File: src/rtl/exec_pkg.sv
// Shared types and helpers for the Tomasulo execution units.
// Op/state encodings and the per-op latency lookup.
package exec_pkg;

  typedef enum logic [1:0] {
    OP_ADD = 2'b00,
    OP_SUB = 2'b01,
    OP_MUL = 2'b10,
    OP_DIV = 2'b11
  } fu_op_e;

  typedef enum logic [1:0] {
    ST_IDLE = 2'b00,
    ST_EXEC = 2'b01,
    ST_DONE = 2'b10
  } fu_state_e;

  function automatic int unsigned op_latency(input fu_op_e op,
                                             input int unsigned add_lat,
                                             input int unsigned mul_lat,
                                             input int unsigned div_lat);
    int unsigned lat;
    case (op)
      OP_MUL:  lat = mul_lat;
      OP_DIV:  lat = div_lat;
      default: lat = add_lat;
    endcase
    return lat;
  endfunction

endpackage

File: src/rtl/tomasulo_fu_iter_rs_select.sv
// Lowest-index priority picker over the reservation-station ready vector.
// Returns a one-hot grant and whether any entry is ready.
module rs_select #(
  parameter int unsigned N = 3
) (
  input  logic [N-1:0] ready,
  output logic [N-1:0] grant,
  output logic         any_ready
);

  always_comb begin
    grant = '0;
    for (int unsigned i = 0; i < N; i++) begin
      if (ready[i] && (grant == '0)) grant[i] = 1'b1;
    end
  end

  assign any_ready = |ready;

endmodule

File: src/rtl/tomasulo_fu_iter.sv
// Generic iterative functional unit: picks a ready RS entry, runs ADD/SUB/MUL/DIV
// for a per-op latency and presents the result on the CDB with valid/ready.
module tomasulo_fu_iter
  import exec_pkg::*;
#(
  parameter int unsigned XLEN       = 32,
  parameter int unsigned TAG_W      = 4,
  parameter int unsigned RS_ENTRIES = 3,
  parameter int unsigned ADD_LAT    = 2,
  parameter int unsigned MUL_LAT    = 10,
  parameter int unsigned DIV_LAT    = 40
) (
  input  logic                        clk,
  input  logic                        rst_n,
  input  logic                        flush,
  input  logic [RS_ENTRIES-1:0]       rs_ready,
  input  logic [2*RS_ENTRIES-1:0]     rs_op,
  input  logic [XLEN*RS_ENTRIES-1:0]  rs_src1,
  input  logic [XLEN*RS_ENTRIES-1:0]  rs_src2,
  input  logic [TAG_W*RS_ENTRIES-1:0] rs_tag,
  output logic [RS_ENTRIES-1:0]       rs_grant,
  output logic                        busy,
  output logic                        cdb_valid,
  input  logic                        cdb_ready,
  output logic [TAG_W-1:0]            cdb_tag,
  output logic [XLEN-1:0]             cdb_value,
  output logic                        cdb_exc
);

  localparam int unsigned MAX_AM  = (ADD_LAT > MUL_LAT) ? ADD_LAT : MUL_LAT;
  localparam int unsigned MAX_LAT = (MAX_AM > DIV_LAT) ? MAX_AM : DIV_LAT;
  localparam int unsigned CNT_W   = $clog2(MAX_LAT) + 1;

  if (ADD_LAT < 1 || MUL_LAT < 1 || DIV_LAT < 1) begin : g_lat_check
    $error("tomasulo_fu_iter: every latency must be at least 1");
  end

  fu_state_e         state;
  logic [CNT_W-1:0]  cnt;
  fu_op_e            op_q;
  logic [XLEN-1:0]   a_q;
  logic [XLEN-1:0]   b_q;
  logic [TAG_W-1:0]  tag_q;

  logic [RS_ENTRIES-1:0] sel_grant;
  logic                  any_ready;
  logic [1:0]            sel_op;
  logic [XLEN-1:0]       sel_a;
  logic [XLEN-1:0]       sel_b;
  logic [TAG_W-1:0]      sel_tag;
  logic                  dispatch;
  logic [XLEN-1:0]       res_val;
  logic                  res_exc;

  rs_select #(.N(RS_ENTRIES)) u_rs_select (
    .ready     (rs_ready),
    .grant     (sel_grant),
    .any_ready (any_ready)
  );

  always_comb begin
    sel_op  = '0;
    sel_a   = '0;
    sel_b   = '0;
    sel_tag = '0;
    for (int unsigned i = 0; i < RS_ENTRIES; i++) begin
      if (sel_grant[i]) begin
        sel_op  = sel_op  | rs_op[2*i +: 2];
        sel_a   = sel_a   | rs_src1[XLEN*i +: XLEN];
        sel_b   = sel_b   | rs_src2[XLEN*i +: XLEN];
        sel_tag = sel_tag | rs_tag[TAG_W*i +: TAG_W];
      end
    end
  end

  assign dispatch = ((state == ST_IDLE) || (state == ST_DONE && cdb_ready))
                    && any_ready && !flush;

  always_comb begin
    res_val = '0;
    res_exc = 1'b0;
    case (op_q)
      OP_ADD: res_val = a_q + b_q;
      OP_SUB: res_val = a_q - b_q;
      OP_MUL: res_val = a_q * b_q;
      OP_DIV: begin
        if (b_q == '0) begin
          res_val = '1;
          res_exc = 1'b1;
        end else begin
          res_val = a_q / b_q;
        end
      end
      default: ;
    endcase
  end

  // Dispatch is only possible from IDLE or an accepted DONE, so it is taken
  // ahead of the per-state handling rather than duplicated in both states.
  always_ff @(posedge clk or negedge rst_n) begin
    if (!rst_n) begin
      state     <= ST_IDLE;
      cnt       <= '0;
      op_q      <= OP_ADD;
      a_q       <= '0;
      b_q       <= '0;
      tag_q     <= '0;
      rs_grant  <= '0;
      cdb_tag   <= '0;
      cdb_value <= '0;
      cdb_exc   <= 1'b0;
    end else begin
      rs_grant <= dispatch ? sel_grant : '0;
      if (flush) begin
        state <= ST_IDLE;
        cnt   <= '0;
      end else if (dispatch) begin
        op_q  <= fu_op_e'(sel_op);
        a_q   <= sel_a;
        b_q   <= sel_b;
        tag_q <= sel_tag;
        cnt   <= CNT_W'(op_latency(fu_op_e'(sel_op), ADD_LAT, MUL_LAT, DIV_LAT) - 1);
        state <= ST_EXEC;
      end else begin
        case (state)
          ST_EXEC: begin
            if (cnt == '0) begin
              cdb_tag   <= tag_q;
              cdb_value <= res_val;
              cdb_exc   <= res_exc;
              state     <= ST_DONE;
            end else begin
              cnt <= cnt - CNT_W'(1);
            end
          end
          ST_DONE: if (cdb_ready) state <= ST_IDLE;
          default: state <= ST_IDLE;
        endcase
      end
    end
  end

  assign busy      = (state != ST_IDLE);
  assign cdb_valid = (state == ST_DONE);

endmodule

File: config.mk
export PLATFORM = sky130hd
export DESIGN_NAME = tomasulo_fu_iter
export DESIGN_NICKNAME = d
export VERILOG_FILES = /design/src/rtl/exec_pkg.sv /design/src/rtl/tomasulo_fu_iter_rs_select.sv /design/src/rtl/tomasulo_fu_iter.sv
export SDC_FILE = /design/constraint.sdc
export NUM_CORES = 2
export LEC_CHECK = 0
export BUFFER_PORTS_ARGS = -buffer_cell sky130_fd_sc_hd__buf_4
export CAP_MARGIN = 20
export CELL_PAD_IN_SITES_DETAIL_PLACEMENT = 1
export CELL_PAD_IN_SITES_GLOBAL_PLACEMENT = 1
export CORE_UTILIZATION = 35
export DETAILED_ROUTE_END_ITERATION = 8
export HOLD_SLACK_MARGIN = 0.08
export PLACE_DENSITY_LB_ADDON = 0.12
export SLEW_MARGIN = 20
export SYNTH_ARGS = -nofsm -noshare
export SYNTH_HDL_FRONTEND = slang
export SYNTH_SLANG_ARGS = --single-unit
export TNS_END_PERCENT = 5
File: constraint.sdc
create_clock -name clk -period 99.9 [get_ports clk]
set_input_delay 4.995 -clock clk [delete_from_list [all_inputs] [get_ports clk]]
set_output_delay 4.995 -clock clk [all_outputs]
set_load 0.01 [all_outputs]
==> key figures <==
Place
  • Placer Congestion: 0.968
  • Dpl hpwl: 211 mm
  • Port-buffer cells: 258

Critical path
  • WS Path Type: flop to flop
  • Worst setup path startpoint: b_q[15]$_DFFE_PN0P_
  • Worst path bufs/invs: 14
  • R2R Setup Slk: 13.32 ns
  • Arrival time worst endpoint: 86.96 ns
  • Most numerous cell on the critical path: ha_1
  • Crit path max fanout: 32
  • Crit path launch type: flop
  • Crit-path leading delay family: compound AO/OA/AOI/OAI gates
  • Largest stage delay, worst path: 1.04 ns
  • Worst reg2reg path endpoint: cdb_value[0]$_DFFE_PN0P_
  • Required time worst endpoint: 100.28 ns
  • Slowest CP cell: nor3_1
  • Reg2reg path depth: 289
  • Endpoint type of the worst setup path: flop
  • FF-to-FF Start: b_q[15]$_DFFE_PN0P_
  • Crit path to: cdb_value[0]$_DFFE_PN0P_
  • WP depth: 289

STA
  • Final period util: 86.7%
  • Final hold vios: 0
  • Clock Skew: 0.0313 ns
  • # setup viols final: 0
  • Max-slew headroom: 18.6%
  • Unrepaired setup endpoints after global routing: no
  • Fin. max-slew vios: 0
  • Total Neg Setup Slack: 0 ns
  • Worst-Margin Slew: 1.21 ns
  • Fmax: 0.0115 GHz
  • Min Tclk post-route: 86.58 ns

Layout
  • P&R area growth vs syn: 9.90%
  • Filler cell count: 18539
  • Most frequent cells in the layout: 986 x nand2_1, 688 x ha_1, 643 x nor2_1
  • Share of layout cells above drive strength 1: 9.53%
  • Final net count: 8583
  • Multi-input logic area: 46100 sq um
  • Commonest non-fill, non-tap cell in the layout: nand2_1
  • Sequential Area: 2980 sq um

Clock network
  • # Post-CTS Setup Buffers: 0
  • Root buf cell: clkbuf_16
  • CTS tree: yes
  • Clk buf depth: 2
  • CTS sink count: 119
  • # resized after CTS: 0
  • CTS Hold Bufs: 0
  • H-tree levels: 4
  • Latest clock arrival within the worst-skew pair: 0.54 ns
  • Clock transition at path regs: 0.08 ns
  • Total CTS buffers: 17

Drt
  • Avg WL per Cell: 28.8 microns
  • Top Layer Used: met5
  • Final ANT Viol Nets: 0
  • Routed met1 length: 121 mm
  • Routed vias/inst: 6.05
  • Final wirelength: 267 mm
  • WL met2: 119 mm
  • First drt pass iteration count: 5
  • Initial DRC count: 4474
  • DR DRC count: 0
  • Via count: 56176
  • Met3 wire len: 18.7 mm

Synth
  • Synth area leaders: ha_1 16%, fa_1 16%, nand2_1 7.0%, dfrtp_1 5.7%, xnor2_1 5.5%
  • Predominant post-synthesis flop cell: dfrtp_1
  • Syn_nets: 8454
  • Count of state elements after synthesis: 119
  • Top-area cell type share of the netlist area: 16.4%
  • Syn avg cell area: 7.37 sq um
  • Sequential-to-total area share from yosys stat: 5.66%
  • Post-Syn Instances: 7140
  • Distinct cell type count of the synthesized netlist: 100
  • Post-synth top area cell: ha_1
  • Ys async rst share: 100%
  • Cell area after synthesis: 52600 sq um
  • Post-synth EDFFs: 0
  • YS warnings: 0

Min path
  • Worst Hold Depth: 2
  • Worst hold path class: flop to flop

GRT
  • GRT Total Usage: 34.7%
  • Vias in the first global route: 57534
  • Gr ovfl total: 0
  • Initial antenna violation count: 14
  • Global-route wire length before repair: 392 mm
  • Pin count of the biggest net entering global routing: 69

Die
  • DIE HEIGHT: 390 microns
  • Placeable Area: 148000 sq um
  • # rows: 141
  • Starting density of the core: 35.4%
  • # IOs: 259
  • Die ar.: 152000 sq um
  • Die X-Extent: 390 microns

Status
  • Status: completed

Flow run
  • Max-Cap Viols: 0
## worst min-delay path by stage
| stage | to | start | slack (ns) |
|---|---|---|---|
| floorplan | tag_q[0]$_DFFE_PN0P_ | tag_q[0]$_DFFE_PN0P_ | 0.44 |
| global placement | tag_q[3]$_DFFE_PN0P_ | tag_q[3]$_DFFE_PN0P_ | 0.46 |
| detailed placement | tag_q[1]$_DFFE_PN0P_ | tag_q[1]$_DFFE_PN0P_ | 0.48 |
| CTS | tag_q[3]$_DFFE_PN0P_ | tag_q[3]$_DFFE_PN0P_ | 0.49 |
| global route | tag_q[3]$_DFFE_PN0P_ | tag_q[3]$_DFFE_PN0P_ | 0.51 |
| finish | tag_q[1]$_DFFE_PN0P_ | tag_q[1]$_DFFE_PN0P_ | 0.49 |
## synth_stat cells, types with 168 or more instances
library cell	number
xor2_1	168
o21ai_0	369
a21oi_1	464
nor3_1	169
nand2_1	986
a21o_1	178
nor2_1	647
fa_1	409
xnor2_1	328
inv_1	633
clkbuf_1	252
ha_1	688
## stage by stage
stage	util, %	hold WS (ns)	worst slack, ns	std cells	area (sq um)
finish	39.0	0.493	13.32	9290	57800
detailed placement	38.6	0.478	15.35	9252	57200
floorplan	-	0.444	30.40	7140	52600
global placement	38.6	0.460	15.84	9252	57200
global route	38.9	0.510	8.08	9284	57800
CTS	38.9	0.494	14.98	9284	57800
## final cells by class
cell class              instances  share of cell area (%)
flip-flops and latches        119                    5.15
well taps                    2002                    4.33
inverters                     640                    4.16
diodes                          6                  0.0260
multi-input cells            6059                    79.8
repair buffers                432                    5.62
clock inverters                12                   0.160
clock buffers                  20                   0.773
## registers in the layout (all words and copies together) (netlist names)
name and cells:
a_q 32, b_q 32, cdb_exc 1, cdb_tag 4, cdb_value 32, cnt 7
op_q 2, rs_grant 3, state 2, tag_q 4
## worst min-delay path, delay by kind of cell (launching register included)
family | cells | cell delay, ns
AO/OA/AOI/OAI | 1 | 0.06
flip-flops | 1 | 0.35
AND/OR/NAND/NOR | 1 | 0.05
## logic make-up (layout without fill, tap and decap cells)
family | after synthesis | in the layout | synth area share [%]
flip-flops | 119 | 119 | 5.66
other | 0 | 6 | 0
AND/OR/NAND/NOR | 2498 | 2498 | 21.7
multiplexers | 113 | 113 | 2.34
buffers and inverters | 962 | 1104 | 6.95
XOR/XNOR | 496 | 496 | 8.26
adder cells (fa/ha/maj) | 1097 | 1097 | 31.9
AO/OA/AOI/OAI | 1855 | 1855 | 23.2
## metal layers
| layer | GRT usage, % | up-vias |
|---|---|---|
| met5 | 0 | - |
| met3 | 5.56 | 431 |
| met2 | 55.6 | 2049 |
| met1 | 47.8 | 28560 |
| li1 | - | 25132 |
| met4 | 9.99 | 4 |
Power is not shown: default switching activity piles up to over one toggle a cycle in this logic, so the estimate is an artifact.
